File: config.mk
export PLATFORM = sky130hd
export DESIGN_NAME = uart_top
export DESIGN_NICKNAME = d
export VERILOG_FILES = /design/src/rtl/uart_pkg.sv /design/src/rtl/uart_tx_engine.sv /design/src/rtl/uart_top.sv
export SDC_FILE = /design/constraint.sdc
export NUM_CORES = 1
export LEC_CHECK = 0
export CAP_MARGIN = 20
export CORE_UTILIZATION = 70
export CTS_BUF_LIST = sky130_fd_sc_hd__clkbuf_8
export DETAILED_ROUTE_END_ITERATION = 6
export DONT_BUFFER_PORTS = 1
export PLACE_DENSITY_LB_ADDON = 0.2
export SLEW_MARGIN = 20
export SYNTH_ARGS = -nofsm -noshare
export SYNTH_HDL_FRONTEND = slang
export SYNTH_HIERARCHICAL = 1
export SYNTH_SLANG_ARGS = --single-unit
export TNS_END_PERCENT = 50
File: constraint.sdc
create_clock -name sys_clk -period 3.3 [get_ports sys_clk]
set_input_delay 0.66 -clock sys_clk [delete_from_list [all_inputs] [get_ports sys_clk]]
set_output_delay 0.66 -clock sys_clk [all_outputs]
set_load 0.01 [all_outputs]
File: src/rtl/uart_pkg.sv
// Shared types and constants for the LED/button demo UART.
// Optional feature macro: UART_TX_EN (TX engine and banner ROM).
package uart_pkg;

  typedef enum logic [1:0] {
    RX_IDLE,
    RX_START,
    RX_DATA,
    RX_STOP
  } rx_state_t;

  // Bit-level states of the serializer.
  typedef enum logic [1:0] {
    TX_IDLE,
    TX_START,
    TX_DATA,
    TX_STOP
  } tx_state_t;

  // Message-level sequencing: HOLD waits for the button release so a held
  // button never repeats the banner.
  typedef enum logic [1:0] {
    SEQ_IDLE,
    SEQ_SEND,
    SEQ_HOLD
  } seq_state_t;

  localparam int MSG_LEN = 12;

  // Banner "Lushay Labs ", first byte at index 0.
  function automatic logic [7:0] msg_byte(input logic [3:0] idx);
    logic [7:0] b;
    case (idx)
      4'd0:    b = 8'h4C; // L
      4'd1:    b = 8'h75; // u
      4'd2:    b = 8'h73; // s
      4'd3:    b = 8'h68; // h
      4'd4:    b = 8'h61; // a
      4'd5:    b = 8'h79; // y
      4'd6:    b = 8'h20; // space
      4'd7:    b = 8'h4C; // L
      4'd8:    b = 8'h61; // a
      4'd9:    b = 8'h62; // b
      4'd10:   b = 8'h73; // s
      4'd11:   b = 8'h20; // space
      default: b = 8'h20;
    endcase
    return b;
  endfunction

endpackage

File: src/rtl/uart_tx_engine.sv
// 8N1 serializer. A byte is accepted on valid_i && ready_o. ready_o is also
// high in the last cycle of a stop bit so consecutive bytes go out with no
// idle gap.
module uart_tx_engine
  import uart_pkg::*;
#(
  parameter int DELAY_FRAMES = 234
) (
  input  logic       clk_i,
  input  logic       rst_i,
  input  logic [7:0] data_i,
  input  logic       valid_i,
  output logic       ready_o,
  output logic       tx_o
);

  localparam int CW = $clog2(DELAY_FRAMES);
  localparam logic [CW-1:0] LAST = CW'(DELAY_FRAMES - 1);

  tx_state_t      state_q;
  logic [CW-1:0]  cnt_q;
  logic [2:0]     bit_q;
  logic [7:0]     shreg_q;
  logic           tx_q;
  logic           stage_end;

  assign stage_end = (cnt_q == LAST);
  assign ready_o   = (state_q == TX_IDLE) || ((state_q == TX_STOP) && stage_end);
  assign tx_o      = tx_q;

  // Bit-timing FSM; the line level is registered so tx_o is glitch-free.
  always_ff @(posedge clk_i or posedge rst_i) begin
    if (rst_i) begin
      state_q <= TX_IDLE;
      cnt_q   <= '0;
      bit_q   <= '0;
      shreg_q <= '0;
      tx_q    <= 1'b1;
    end else if (valid_i && ready_o) begin
      state_q <= TX_START;
      cnt_q   <= '0;
      shreg_q <= data_i;
      tx_q    <= 1'b0;
    end else begin
      case (state_q)
        TX_IDLE: tx_q <= 1'b1;
        TX_START: begin
          if (stage_end) begin
            cnt_q   <= '0;
            bit_q   <= '0;
            state_q <= TX_DATA;
            tx_q    <= shreg_q[0];
            shreg_q <= {1'b0, shreg_q[7:1]};
          end else begin
            cnt_q <= cnt_q + 1'b1;
          end
        end
        TX_DATA: begin
          if (stage_end) begin
            cnt_q <= '0;
            if (bit_q == 3'd7) begin
              state_q <= TX_STOP;
              tx_q    <= 1'b1;
            end else begin
              bit_q   <= bit_q + 1'b1;
              tx_q    <= shreg_q[0];
              shreg_q <= {1'b0, shreg_q[7:1]};
            end
          end else begin
            cnt_q <= cnt_q + 1'b1;
          end
        end
        TX_STOP: begin
          if (stage_end) begin
            cnt_q   <= '0;
            state_q <= TX_IDLE;
          end else begin
            cnt_q <= cnt_q + 1'b1;
          end
        end
        default: state_q <= TX_IDLE;
      endcase
    end
  end

endmodule

File: src/rtl/uart_top.sv
// Board-level UART: 8N1 receiver driving active-low LEDs with the low six
// bits of the last good byte, and (with UART_TX_EN defined) a button that
// sends the "Lushay Labs " banner.
module uart_top
  import uart_pkg::*;
#(
  parameter int DELAY_FRAMES = 234
) (
  input  logic       sys_clk,
  input  logic       sys_rst,
  input  logic       uart_rx,
  output logic       uart_tx,
  output logic [5:0] led,
  input  logic       btn
);

  localparam int CW = $clog2(DELAY_FRAMES);
  localparam logic [CW-1:0] LAST = CW'(DELAY_FRAMES - 1);
  localparam logic [CW-1:0] HALF = CW'(DELAY_FRAMES / 2 - 1);

  logic [1:0]    rx_sync_q;
  logic          rx_s;
  rx_state_t     rx_state_q;
  logic [CW-1:0] rx_cnt_q;
  logic [2:0]    rx_bit_q;
  logic [7:0]    rx_byte_q;
  logic          rx_err_q;
  logic [5:0]    led_q;

  assign rx_s = rx_sync_q[1];
  assign led  = led_q;

  // Two-flop synchronizer on the asynchronous rx pin; idles high.
  always_ff @(posedge sys_clk or posedge sys_rst) begin
    if (sys_rst) rx_sync_q <= 2'b11;
    else         rx_sync_q <= {rx_sync_q[0], uart_rx};
  end

  // Receiver: mid-bit sampling from the start edge; a low stop bit discards
  // the byte and parks in STOP until the line returns high.
  always_ff @(posedge sys_clk or posedge sys_rst) begin
    if (sys_rst) begin
      rx_state_q <= RX_IDLE;
      rx_cnt_q   <= '0;
      rx_bit_q   <= '0;
      rx_byte_q  <= '0;
      rx_err_q   <= 1'b0;
      led_q      <= 6'h3F;
    end else begin
      case (rx_state_q)
        RX_IDLE: begin
          if (!rx_s) begin
            rx_state_q <= RX_START;
            rx_cnt_q   <= '0;
            rx_bit_q   <= '0;
          end
        end
        RX_START: begin
          if (rx_cnt_q == HALF) begin
            rx_cnt_q   <= '0;
            rx_state_q <= rx_s ? RX_IDLE : RX_DATA;
          end else begin
            rx_cnt_q <= rx_cnt_q + 1'b1;
          end
        end
        RX_DATA: begin
          if (rx_cnt_q == LAST) begin
            rx_cnt_q  <= '0;
            rx_byte_q <= {rx_s, rx_byte_q[7:1]};
            if (rx_bit_q == 3'd7) rx_state_q <= RX_STOP;
            else                  rx_bit_q   <= rx_bit_q + 1'b1;
          end else begin
            rx_cnt_q <= rx_cnt_q + 1'b1;
          end
        end
        RX_STOP: begin
          if (rx_err_q) begin
            if (rx_s) begin
              rx_err_q   <= 1'b0;
              rx_state_q <= RX_IDLE;
            end
          end else if (rx_cnt_q == LAST) begin
            rx_cnt_q <= '0;
            if (rx_s) begin
              led_q      <= ~rx_byte_q[5:0];
              rx_state_q <= RX_IDLE;
            end else begin
              rx_err_q <= 1'b1;
            end
          end else begin
            rx_cnt_q <= rx_cnt_q + 1'b1;
          end
        end
        default: rx_state_q <= RX_IDLE;
      endcase
    end
  end

`ifdef UART_TX_EN
  logic [1:0] btn_sync_q;
  logic       btn_s;
  seq_state_t seq_q;
  logic [3:0] idx_q;
  logic       tx_valid;
  logic       tx_ready;

  assign btn_s    = btn_sync_q[1];
  assign tx_valid = (seq_q == SEQ_SEND);

  // Two-flop synchronizer on the button; released (1) at reset.
  always_ff @(posedge sys_clk or posedge sys_rst) begin
    if (sys_rst) btn_sync_q <= 2'b11;
    else         btn_sync_q <= {btn_sync_q[0], btn};
  end

  // Message sequencer: offer bytes back-to-back, then wait for release.
  always_ff @(posedge sys_clk or posedge sys_rst) begin
    if (sys_rst) begin
      seq_q <= SEQ_IDLE;
      idx_q <= '0;
    end else begin
      case (seq_q)
        SEQ_IDLE: begin
          if (!btn_s) begin
            seq_q <= SEQ_SEND;
            idx_q <= '0;
          end
        end
        SEQ_SEND: begin
          if (tx_ready) begin
            if (idx_q == 4'(MSG_LEN - 1)) seq_q <= SEQ_HOLD;
            else                          idx_q <= idx_q + 1'b1;
          end
        end
        SEQ_HOLD: if (btn_s) seq_q <= SEQ_IDLE;
        default:  seq_q <= SEQ_IDLE;
      endcase
    end
  end

  uart_tx_engine #(.DELAY_FRAMES(DELAY_FRAMES)) u_tx (
    .clk_i   (sys_clk),
    .rst_i   (sys_rst),
    .data_i  (msg_byte(idx_q)),
    .valid_i (tx_valid),
    .ready_o (tx_ready),
    .tx_o    (uart_tx)
  );
`else
  logic unused_btn;
  assign unused_btn = btn;
  assign uart_tx    = 1'b1;
`endif

endmodule

# --- Word level (Yosys, flattened, before mapping) ---
# Cells that the tools add are included.
word_totals:
  reg_bits: 30
  input_bits: 4
  latchBits: 0
  ramBits: 0
  out_inout_bits: 7
  mem_count: 0
  romBits: 0
op_classes:
  n_eq_ne: 13
  n_div: 0
  n_reduce_logical: 7
  mul: 0
  order_cmp: 0
  addsub: 2
  mux: 21
  shift: 0
  bitwise_logic: 2
ops:
  columns: ["operator", "count"]
  rows:
  - ["8-bit two-way mux", 4]
  - ["8-bit case mux with 4 select lines", 1]
  - ["2-bit two-way mux", 8]
  - ["2-bit inequality test, second input constant", 6]
  - ["3-bit two-way mux", 3]
  - ["8-bit by 1-bit adder with 8-bit output, second input constant", 1]
  - ["8-bit by 7-bit equality test with 1-bit output, second input constant", 1]
  - ["8-bit equality test, second input constant", 1]
  - ["2-bit case mux with 4 select lines", 1]
  - ["4-bit AND reduction", 2]
  - ["6-bit NOT", 1]
  - ["3-bit case mux with 2 select lines", 1]
  - ["5-bit AND reduction", 1]
  - ["2-bit equality test, second input constant", 2]
  - ["2-bit AND reduction", 2]
  - ["3-bit by 1-bit adder with 3-bit output, second input constant", 1]
  - ["3-bit equality test, second input constant", 1]
  - ["1-bit two-way mux", 3]
  - ["3-bit inequality test, second input constant", 1]
  - ["2-bit by 1-bit equality test with 1-bit output, second input constant", 1]
  - ["2-bit zero test", 1]
  - ["2-bit nonzero test", 1]
  - ["1-bit NOT", 1]

# --- Longest topological paths before layout ---
# Gate-level depths: netlist of the first run.
depth:
  ltp_word: 4
  ltp_mapped: 6

# --- Least setup slack after synthesis of the first run ---
# No wires, ideal clock.
synth_path:
  path_type: "reg2reg"
  from: "register rx_cnt_q[1]"
  to: "register rx_byte_q[0]"
  arrival_time_ns: 1.572
  path_stages_with_launch: 6
  setup_ns: 0.125
  path_slack_ns: 1.603
  required_time_ns: 3.175
  path_cell_list: "dfrtp_1 inv_1 ha_1 nand3b_4 nor4_4 mux2_2"
synth_between:
  elab_chain_len: 2
synth_lines:
  columns: ["item", "line", "source"]
  rows:
  - ["start, declared", "uart_top.sv:24", "logic [CW-1:0] rx_cnt_q;"]
  - ["start signal, assigned", "uart_top.sv:63", "rx_cnt_q <= rx_cnt_q + 1'b1;"]
  - ["start signal, assigned", "uart_top.sv:73", "rx_cnt_q <= rx_cnt_q + 1'b1;"]
  - ["start signal, assigned", "uart_top.sv:91", "rx_cnt_q <= rx_cnt_q + 1'b1;"]
  - ["8-bit equality test", "uart_top.sv:67", "if (rx_cnt_q == LAST) begin"]
  - ["2-bit AND reduction (no source line)", null, null]
  - ["end signal, assigned", "uart_top.sv:69", "rx_byte_q <= {rx_s, rx_byte_q[7:1]};"]
  - ["end, declared", "uart_top.sv:26", "logic [7:0] rx_byte_q;"]
# Every way passes these cells.
# A chain may end at the register's enable or synchronous reset.

# --- Worst setup path in the final report of the first run ---
layout_path:
  from: "register rx_cnt_q[0]"
  to: "register rx_cnt_q[6]"
layout_between:
  elab_chain_len: 4
  word_cells_on_any_way: 7
layout_lines:
  columns: ["item", "line", "source"]
  rows:
  - ["8-bit by 1-bit adder with 8-bit output or 8-bit equality test (tied branches)", null, null]
  - ["8-bit two-way mux", "uart_top.sv:67, uart_top.sv:82", null]
  - ["8-bit two-way mux", "uart_top.sv:77", "if (rx_err_q) begin"]
  - ["8-bit case mux with 4 select lines *", "uart_top.sv:50", "case (rx_state_q)"]
# Every way passes the cells marked *; elsewhere a longest branch is shown, timed or not. The select of a mux whose other input is x is not followed.

==> results.cfg, run 1 <==
[place]
place_ws_ps = 1410
dpl_cell_area_um2 = 1530
hpwl_um = 1930
io_buffers = 0
place_congestion = 0.832

[clock_tree]
cts_sinks = 30
cts-buffers-inserted = 5
tritoncts = yes
cts_setup_buffers = 0
ctsHoldBuffers = 0
clock_path_buffers = 2
root_buffer = clkbuf_8
clk_pin_slew_ps = 70
cts_resized = 0
cts_htree_levels = 2
worst_skew_pair.late_latency_ps = 290

[power]
pwr-share-comb_pct = 1.2
irDropWorstVdd_mv = 0.404
p_per_area_nw_per_um2 = 424
p_switching_uw = 151
total_leakage_power_uw = 0.000782
p_int_uw = 538
p_sw_share_pct = 21.9
power_frac_seq_pct = 54.0
clkPwrFrac_pct = 44.8

[floorplanning]
fp-row-count = 16
io_pins = 11
core_um2 = 2000
dieArea_um2 = 2370
die_h_um = 48.7
die_x_um = 48.7
start_util_pct = 76.1

[sta]
slew_headroom_pct = 48.8
setup_viol = 0
drv_slew = 0
post-route-min-period_ps = 1930
setup_tns_ps = 0
rsz0062_at_grt = false
worstMarginPinSlew_ps = 761
max_freq_mhz = 517
fin_ws_ps = 1370
fin_skew_ps = 5.86
hold_viol = 0
period_share_pct = 58.6

[finish]
drive_gt1_share_pct = 23.9
final_net_count = 146
multi_input_area_um2 = 689
n_antenna_cell = 0
area_delta_synth_final_pct = 6.57
fillers = 118
area.sequential_um2 = 761
final_area_um2 = 1620

[route]
route.detailed.drc = 0
drt_first_pass_iters = 5
vias = 1079
viasPerCell = 6.54
wl_um = 2810
wire_per_inst_um = 17.0
drtIter0Drc = 37
ant_nets = 0

[synth]
synth_nets = 142
ys_seq_area_share_pct = 49.9
ys_types = 37
yosys_warnings = 6
syn-cell-area_um2 = 1520
syn_inst = 133
synth-seq-cells = 30
avgSynthCellArea_um2 = 11.5

[setup_path]
cp-start-kind = flop
crit_fanout = 7
path_class = reg -> reg
arrival_ps = 2080
worstSetupEndpointType = flop
worst-r2r-cell-count = 6
critical_path_required_ps = 3450

[global_routing]
grt_pass1_vias = 1053
antenna_found_initial = 0
grt_overflow_total = 0
grt_max_degree = 31
grt_pass1_wl_um = 4770
grtUsageTotal_pct = 26.8

[min_path]
min_path_type = in -> async

[job]
max-cap-violations = 0

[status]
outcome = finished, final reports clean
-- Yosys cell counts (all sizes together) --
library cell  instances  share of area [%]
o21a                  2               0.98
a22o                  2                1.1
and4                  1               0.57
o21ba                 1               0.66
o221ai                2                1.1
nand4b                2                2.1
and2                  2               0.90
ha                    5                4.1
o211ai                4                2.0
buf                   2               0.98
or3                   2               0.82
a31oi                 3                1.2
dfrtp                22                 36
dfstp                 8                 14
nand2b                1               0.41
o22ai                 1               0.41
mux2                  9                6.7
o311a                 1               0.66
o31a                  2                1.1
o311ai                1               0.57
nor2                  9                2.4
nor4                  2                2.8
nand3                 5                1.6
mux2i                 3                2.0
nor2b                 1               0.41
o2111ai               2                1.1
nand3b                1                1.3
a21oi                 4                1.3
conb                  1               0.25
mux4                  1                1.5
o21ai                 7                2.3
nand2                11                2.7
clkbuf                1               0.90
inv                  12                3.0
-- registers in the layout, indices dropped and copies added, names as in the netlist, named ones only --
name,flops
rx_state_q,1
led,6
rx_byte_q,8
rx_bit_q,3
rx_err_q,1
rx_cnt_q,8
rx_sync_q,2
-- logic make-up after synthesis --
family,synth area share (%)
and+or+nand+nor,16.1
DFF,49.9
buffers and inverters,4.84
adders and majority gates,4.11
other,0.246
AOI/OAI and AO/OA,14.7
muxes,10.1
-- through the flow --
step | util, % | power (uW) | hold WS, ps | std cells
5_1_grt | 81.1 | 708 | 358 | 165
4_1_cts | 81.1 | 693 | 357 | 165
6_report | 81.1 | 689 | 323 | 165
3_5_place_dp | 76.4 | 387 | 347 | 157
3_3_place_gp | 76.4 | 386 | 347 | 157
2_1_floorplan | - | 385 | 345 | 133
-- final cells by class --
class                           instances  share of cell area [%]
Sequential cell                        30                    46.8
Multi-Input combinational cell         88                    42.4
Clock buffer                            6                    5.08
Inverter                               12                    2.77
Tap cell                               27                    2.08
Clock inverter                          2                   0.770
-- worst paths after layout --
check	from	endpoint	slack, ps
min in group sys_clk	rx_sync_q[0]	rx_sync_q[1]	360
setup reg to reg	rx_cnt_q[0]	rx_cnt_q[6]	1370
hold reg to reg	rx_sync_q[0]	rx_sync_q[1]	360
setup / recovery	rx_cnt_q[0]	rx_cnt_q[6]	1370
max in group asynchronous	sys_rst	rx_cnt_q[5]	2570
hold / removal	sys_rst	rx_byte_q[0]	320
-- worst max-delay path, stage by stage, from the launching register on --
cell and delay, ps:
dfrtp_1 450, inv_1 90, ha_1 160, nand4b_1 130, o311a_1 400, o21ai_0 380, o211ai_1 160
-- routing by layer --
metal  GRT usage, %  wire [um]  up-vias
li1               -          -      486
met5              0          0        -
met4           11.3         32        0
met3           7.86        197        4
met2           41.7       1420       55
met1           35.3       1170      534
-- power groups by stage --
stage | Combinational, uW | Clock [uW] | Sequential, uW
global route | 10.2 | 326 | 372
CTS | 8.57 | 313 | 372
detailed placement | 8.54 | 0 | 378
finish | 8.42 | 309 | 372
global placement | 8.35 | 0 | 378
floorplan | 7.60 | 0 | 378
-- cells in the final DEF, fill, tap and decap left out, types with 3 or more instances in the layout --
cell / n
a21oi_1: 4
a31oi_1: 3
clkbuf_8: 6
dfrtp_1: 22
dfstp_2: 8
ha_1: 5
inv_1: 11
mux2_2: 9
mux2i_1: 3
nand2_1: 11
nand3_1: 5
nor2_1: 8
o211ai_1: 4
o21ai_0: 7
Power figures use the tool's default switching activity.
==> run 2, diff against run 1 <==
--- a/config.mk
+++ b/config.mk
@@ -6,7 +6,7 @@
 export NUM_CORES = 1
 export LEC_CHECK = 0
 export CAP_MARGIN = 20
-export CORE_UTILIZATION = 70
+export CORE_UTILIZATION = 65
 export CTS_BUF_LIST = sky130_fd_sc_hd__clkbuf_8
 export DETAILED_ROUTE_END_ITERATION = 6
 export DONT_BUFFER_PORTS = 1
==> constraint.sdc (replaced) <==
create_clock -name sys_clk -period 1.8 [get_ports sys_clk]
set_input_delay 0.36 -clock sys_clk [delete_from_list [all_inputs] [get_ports sys_clk]]
set_output_delay 0.36 -clock sys_clk [all_outputs]
set_load 0.01 [all_outputs]
==> run 2 against run 1 <==
Sequential share of layout area fell by 2.6 points. Register-to-register slack worse by 1300 ps. Total power rose by 83%. Die area rose by 7.4%. Via count increased by 2.3%. Sequential cell count unchanged. Combinational power up 98%. Count of clock-buffer cells in the layout stayed put. Global-route usage increased by 0.31 points. Clock power increased by 82%. Critical endpoint is now rx_cnt_q[2].
==> results.cfg, run 2 (synthesis gave the netlist of run 1 again) <==
[global_routing]
grt.busiest_layer = met2
grt.met3_usage_pct = 8.48
met1_usage_pct = 32.7
met2_usage_pct = 44.2
grt_max_degree = 31
grt_pass1_wl_um = 4850
grt_overflow_total = 0
grt_pass1_vias = 1071
grtUsageTotal_pct = 27.1
antenna_found_initial = 0

[clock_tree]
worst_skew_pair.late_latency_ps = 280
tritoncts = yes
clock_path_buffers = 2
root_buffer = clkbuf_8
ctsHoldBuffers = 0
clk_pin_slew_ps = 60
cts_htree_levels = 2
cts-buffers-inserted = 5
cts_sinks = 30

[setup_path]
cp.buffers_inverters = 2
critical_path_required_ps = 1950
path_class = reg -> reg
path_cells = inv_2 -> ha_1 -> nand4b_1 -> o311a_4 -> buf_4 -> o211ai_1 -> o311ai_1
cp-start-kind = flop
arrival_ps = 1910
worst_path_max_delay_cell = o311a_4
worstSetupEndpointType = flop
max_stage_delay_ps = 430
crit_fanout = 5
crit_family = compound AO/OA/AOI/OAI gates

[sta]
hold_viol = 0
max_freq_mhz = 568
period_share_pct = 97.9
drv_slew = 0
post-route-min-period_ps = 1760
fin_skew_ps = 3.90
setup_viol = 0
rsz0062_at_grt = true
setup_tns_ps = 0

[power]
pwr-share-comb_pct = 1.3
p_switching_uw = 271
finalPower_uw = 1260
p_sw_share_pct = 21.5
irDropWorstVdd_mv = 0.885
clkPwrFrac_pct = 44.6
p_int_uw = 988
total_leakage_power_uw = 0.000840
power_frac_seq_pct = 54.1
p_per_area_nw_per_um2 = 733

[route]
viasPerCell = 6.27
wire_per_inst_um = 16.6
drt_first_pass_iters = 5
route.detailed.drc = 0
drtIter0Drc = 54
ant_nets = 0
wl_um = 2920
vias = 1104

[place]
io_buffers = 0
hpwl_um = 1980
dp_cells = 166
place_congestion = 0.810

[finish]
area_delta_synth_final_pct = 12.8
final_common_cell = dfrtp_1
final_net_count = 156
drive_gt1_share_pct = 31.1
layout.cells.non_filler = 176
layout_common_cells = dfrtp_1 (22), nand2_1 (11), inv_1 (10), buf_4 (10), mux2_2 (9)
n_antenna_cell = 0

[floorplanning]
die_h_um = 50.4
start_util_pct = 68.9
core_um2 = 2210
fp-row-count = 17
die_x_um = 50.4
io_pins = 11
dieArea_um2 = 2540

[status]
outcome = finished, final reports clean

[min_path]
min_path_type = in -> async

[job]
max-cap-violations = 0
## run 2: per-stage QoR
stage	hold slack, ps	setup slack (ps)	area [um^2]	util (%)
final	32.6	38.6	1720	77.7
after floorplan	345	103	1520	-
after detailed placement	342	8.70	1590	71.9
after global placement	338	74.3	1590	71.9
after global routing	55.3	-49.1	1720	77.7
after CTS	34.2	12.3	1690	76.2
## run 2: final timing paths
| kind | from | end | slack (ps) | cells after the start |
|---|---|---|---|---|
| worst max-delay path | rx_cnt_q[1] | rx_cnt_q[2] | 40 | 7 |
| worst min-delay path | sys_rst | rx_byte_q[3] | 30 | 2 |
| worst max register to register | rx_cnt_q[1] | rx_cnt_q[2] | 40 | 7 |
| worst min register to register | rx_sync_q[0] | rx_sync_q[1] | 360 | 0 |
| max in group asynchronous | sys_rst | led[1] | 1460 | 2 |
| min in group sys_clk | uart_rx | rx_sync_q[0] | 70 | 0 |
## run 2: timing repair
action,CTS,global route
cloned,0,0
pin swaps,0,3
setup endpoints to repair,2,7
resized for setup,1,6
setup buffers,0,2
## run 2: layout make-up
cell class	instances	area (um^2)
clock buffer	6	82.6
fill	136	493
inverter	12	45.0
timing repair buffer	10	75.1
tap	28	35.0
multi-input combinational	88	708
clock inverter	2	12.5
sequential	30	761
## run 2: metal layers
metal,part of all wire (%),routed length [um],vias to the layer above
met3,5.3,155,4
li1,-,-,510
met1,41,1200,546
met2,52,1530,44
met5,0,0,-
met4,1.2,36,0
## run 2: power groups by stage
stage | Combinational (uW) | Clock, uW | Sequential [uW]
floorplan | 13.9 | 0 | 693
global placement | 17.4 | 0 | 693
detailed placement | 17.7 | 0 | 693
CTS | 17.5 | 575 | 682
global route | 20.4 | 600 | 682
finish | 16.7 | 561 | 682
==> run 3, diff against run 2 <==
--- a/config.mk
+++ b/config.mk
@@ -6,7 +6,7 @@
 export NUM_CORES = 1
 export LEC_CHECK = 0
 export CAP_MARGIN = 20
-export CORE_UTILIZATION = 65
+export CORE_UTILIZATION = 70
 export CTS_BUF_LIST = sky130_fd_sc_hd__clkbuf_8
 export DETAILED_ROUTE_END_ITERATION = 6
 export DONT_BUFFER_PORTS = 1
==> constraint.sdc (replaced) <==
create_clock -name sys_clk -period 2.19 [get_ports sys_clk]
set_input_delay 0.438 -clock sys_clk [delete_from_list [all_inputs] [get_ports sys_clk]]
set_output_delay 0.438 -clock sys_clk [all_outputs]
set_load 0.01 [all_outputs]
==> run 3 against run 2 <==
Hold slack improved by 75 ps. Sequential cell count unchanged. Clock power is essentially flat. Via count decreased by 5.3%. Combinational power down 16%. Cell area decreased by 3.4%. Critical path type unchanged. Largest power group unchanged.
==> results.cfg, run 3 (synthesis gave the netlist of run 1 again) <==
[sta]
slew_headroom_pct = 56.6
setup_viol = 0
fin_skew_ps = 5.25
fin_ws_ps = 264
worstMarginPinSlew_ps = 646
period_share_pct = 87.9
drv_slew = 0
setup_tns_ps = 0
rsz0062_at_grt = false
hold_viol = 0
post-route-min-period_ps = 1930
max_freq_mhz = 519

[power]
total_leakage_power_uw = 0.000809
irDropWorstVdd_mv = 0.713
p_per_area_nw_per_um2 = 683

[min_path]
min_path_type = in -> async

[route]
wire_per_inst_um = 16.6
ant_nets = 0
viasPerCell = 6.26
drt_first_pass_iters = 4
drtIter0Drc = 34
route.detailed.drc = 0
wl_um = 2770
vias = 1046

[setup_path]
arrival_ps = 2080
max_stage_delay_ps = 530
cp-start-kind = flop
path_class = reg -> reg
crit_fanout = 8
worstSetupEndpointType = flop
worst_path_max_delay_cell = nor4_4
critical_path_required_ps = 2350
path_cells = inv_1 -> ha_1 -> nand3b_4 -> nor4_4 -> mux2_2

[place]
hpwl_um = 1880
place_congestion = 0.833
io_buffers = 0
place_ws_ps = 289

[clock_tree]
ctsHoldBuffers = 0
root_buffer = clkbuf_8
clk_pin_slew_ps = 60
tritoncts = yes
cts_sinks = 30
cts_resized = 0
worst_skew_pair.late_latency_ps = 280
cts-buffers-inserted = 5
cts_setup_buffers = 0
cts_htree_levels = 2
clock_path_buffers = 2

[floorplanning]
die_x_um = 48.7
core_um2 = 2000
start_util_pct = 76.1
io_pins = 11
fp-row-count = 16
dieArea_um2 = 2370
die_h_um = 48.7

[finish]
final_common_cell = dfrtp_1
fin_util_pct = 82.9
final_net_count = 148
fillers = 109
drive_gt1_share_pct = 23.6
area_delta_synth_final_pct = 8.95
n_antenna_cell = 0
layout_common_cells = dfrtp_1 (22), inv_1 (13), nand2_1 (11)

[job]
max-cap-violations = 0

[status]
outcome = finished, final reports clean

[global_routing]
antenna_found_initial = 0
grt_pass1_wl_um = 4550
grt_pass1_vias = 967
grt_max_degree = 31
grtUsageTotal_pct = 26.5
grt_overflow_total = 0
[run 3: metal layers]
layer | vias up | global-route usage [%] | part of all wire, %
met5 | - | 0 | 0
met2 | 30 | 37.7 | 46
met1 | 517 | 37.7 | 48
met3 | 6 | 9.43 | 5.1
li1 | 493 | - | -
met4 | 0 | 8.82 | 1.4
[run 3: cell type report]
class / instances / area [um^2] / share of cell area, %
sequential: 30 / 761 / 45.8
multi-input combinational: 88 / 689 / 41.5
clock buffer: 6 / 82.6 / 4.97
inverter: 12 / 45.0 / 2.71
clock inverter: 2 / 33.8 / 2.03
tap: 27 / 33.8 / 2.03
timing repair buffer: 2 / 15.0 / 0.904
[run 3: worst max-delay path: cells and delay by family, from the launching register on]
kind	cells	cell delay, ps
and+or+nand+nor	2	660
muxes	1	420
DFF	1	410
adders and majority gates	1	210
buffers and inverters	1	110
[run 3: power breakdown]
part | switching, uW | internal (uW)
Combinational | 12.1 | 2.02
Sequential | 2.18 | 559
Clock | 194 | 365
Total | 208 | 926
[run 3: final timing paths]
kind,slack (ps),startpoint,cells after the start,to
worst max-delay path,260,rx_cnt_q[1],5,rx_byte_q[4]
min in group sys_clk,150,uart_rx,0,rx_sync_q[0]
worst min-delay path,110,sys_rst,2,rx_bit_q[1]
worst max register to register,260,rx_cnt_q[1],5,rx_byte_q[4]
worst min register to register,360,rx_sync_q[0],0,rx_sync_q[1]
max in group asynchronous,1760,sys_rst,2,led[3]
[run 3: metrics by stage]
| stage | std cells | cell area, um^2 | power (uW) | hold slack, ps |
|---|---|---|---|---|
| 4_1_cts | 167 | 1660 | 1150 | 110 |
| 3_5_place_dp | 159 | 1540 | 585 | 347 |
| 2_1_floorplan | 133 | 1520 | 581 | 345 |
| 3_3_place_gp | 159 | 1540 | 584 | 348 |
| 6_report | 167 | 1660 | 1130 | 107 |
| 5_1_grt | 167 | 1660 | 1180 | 121 |
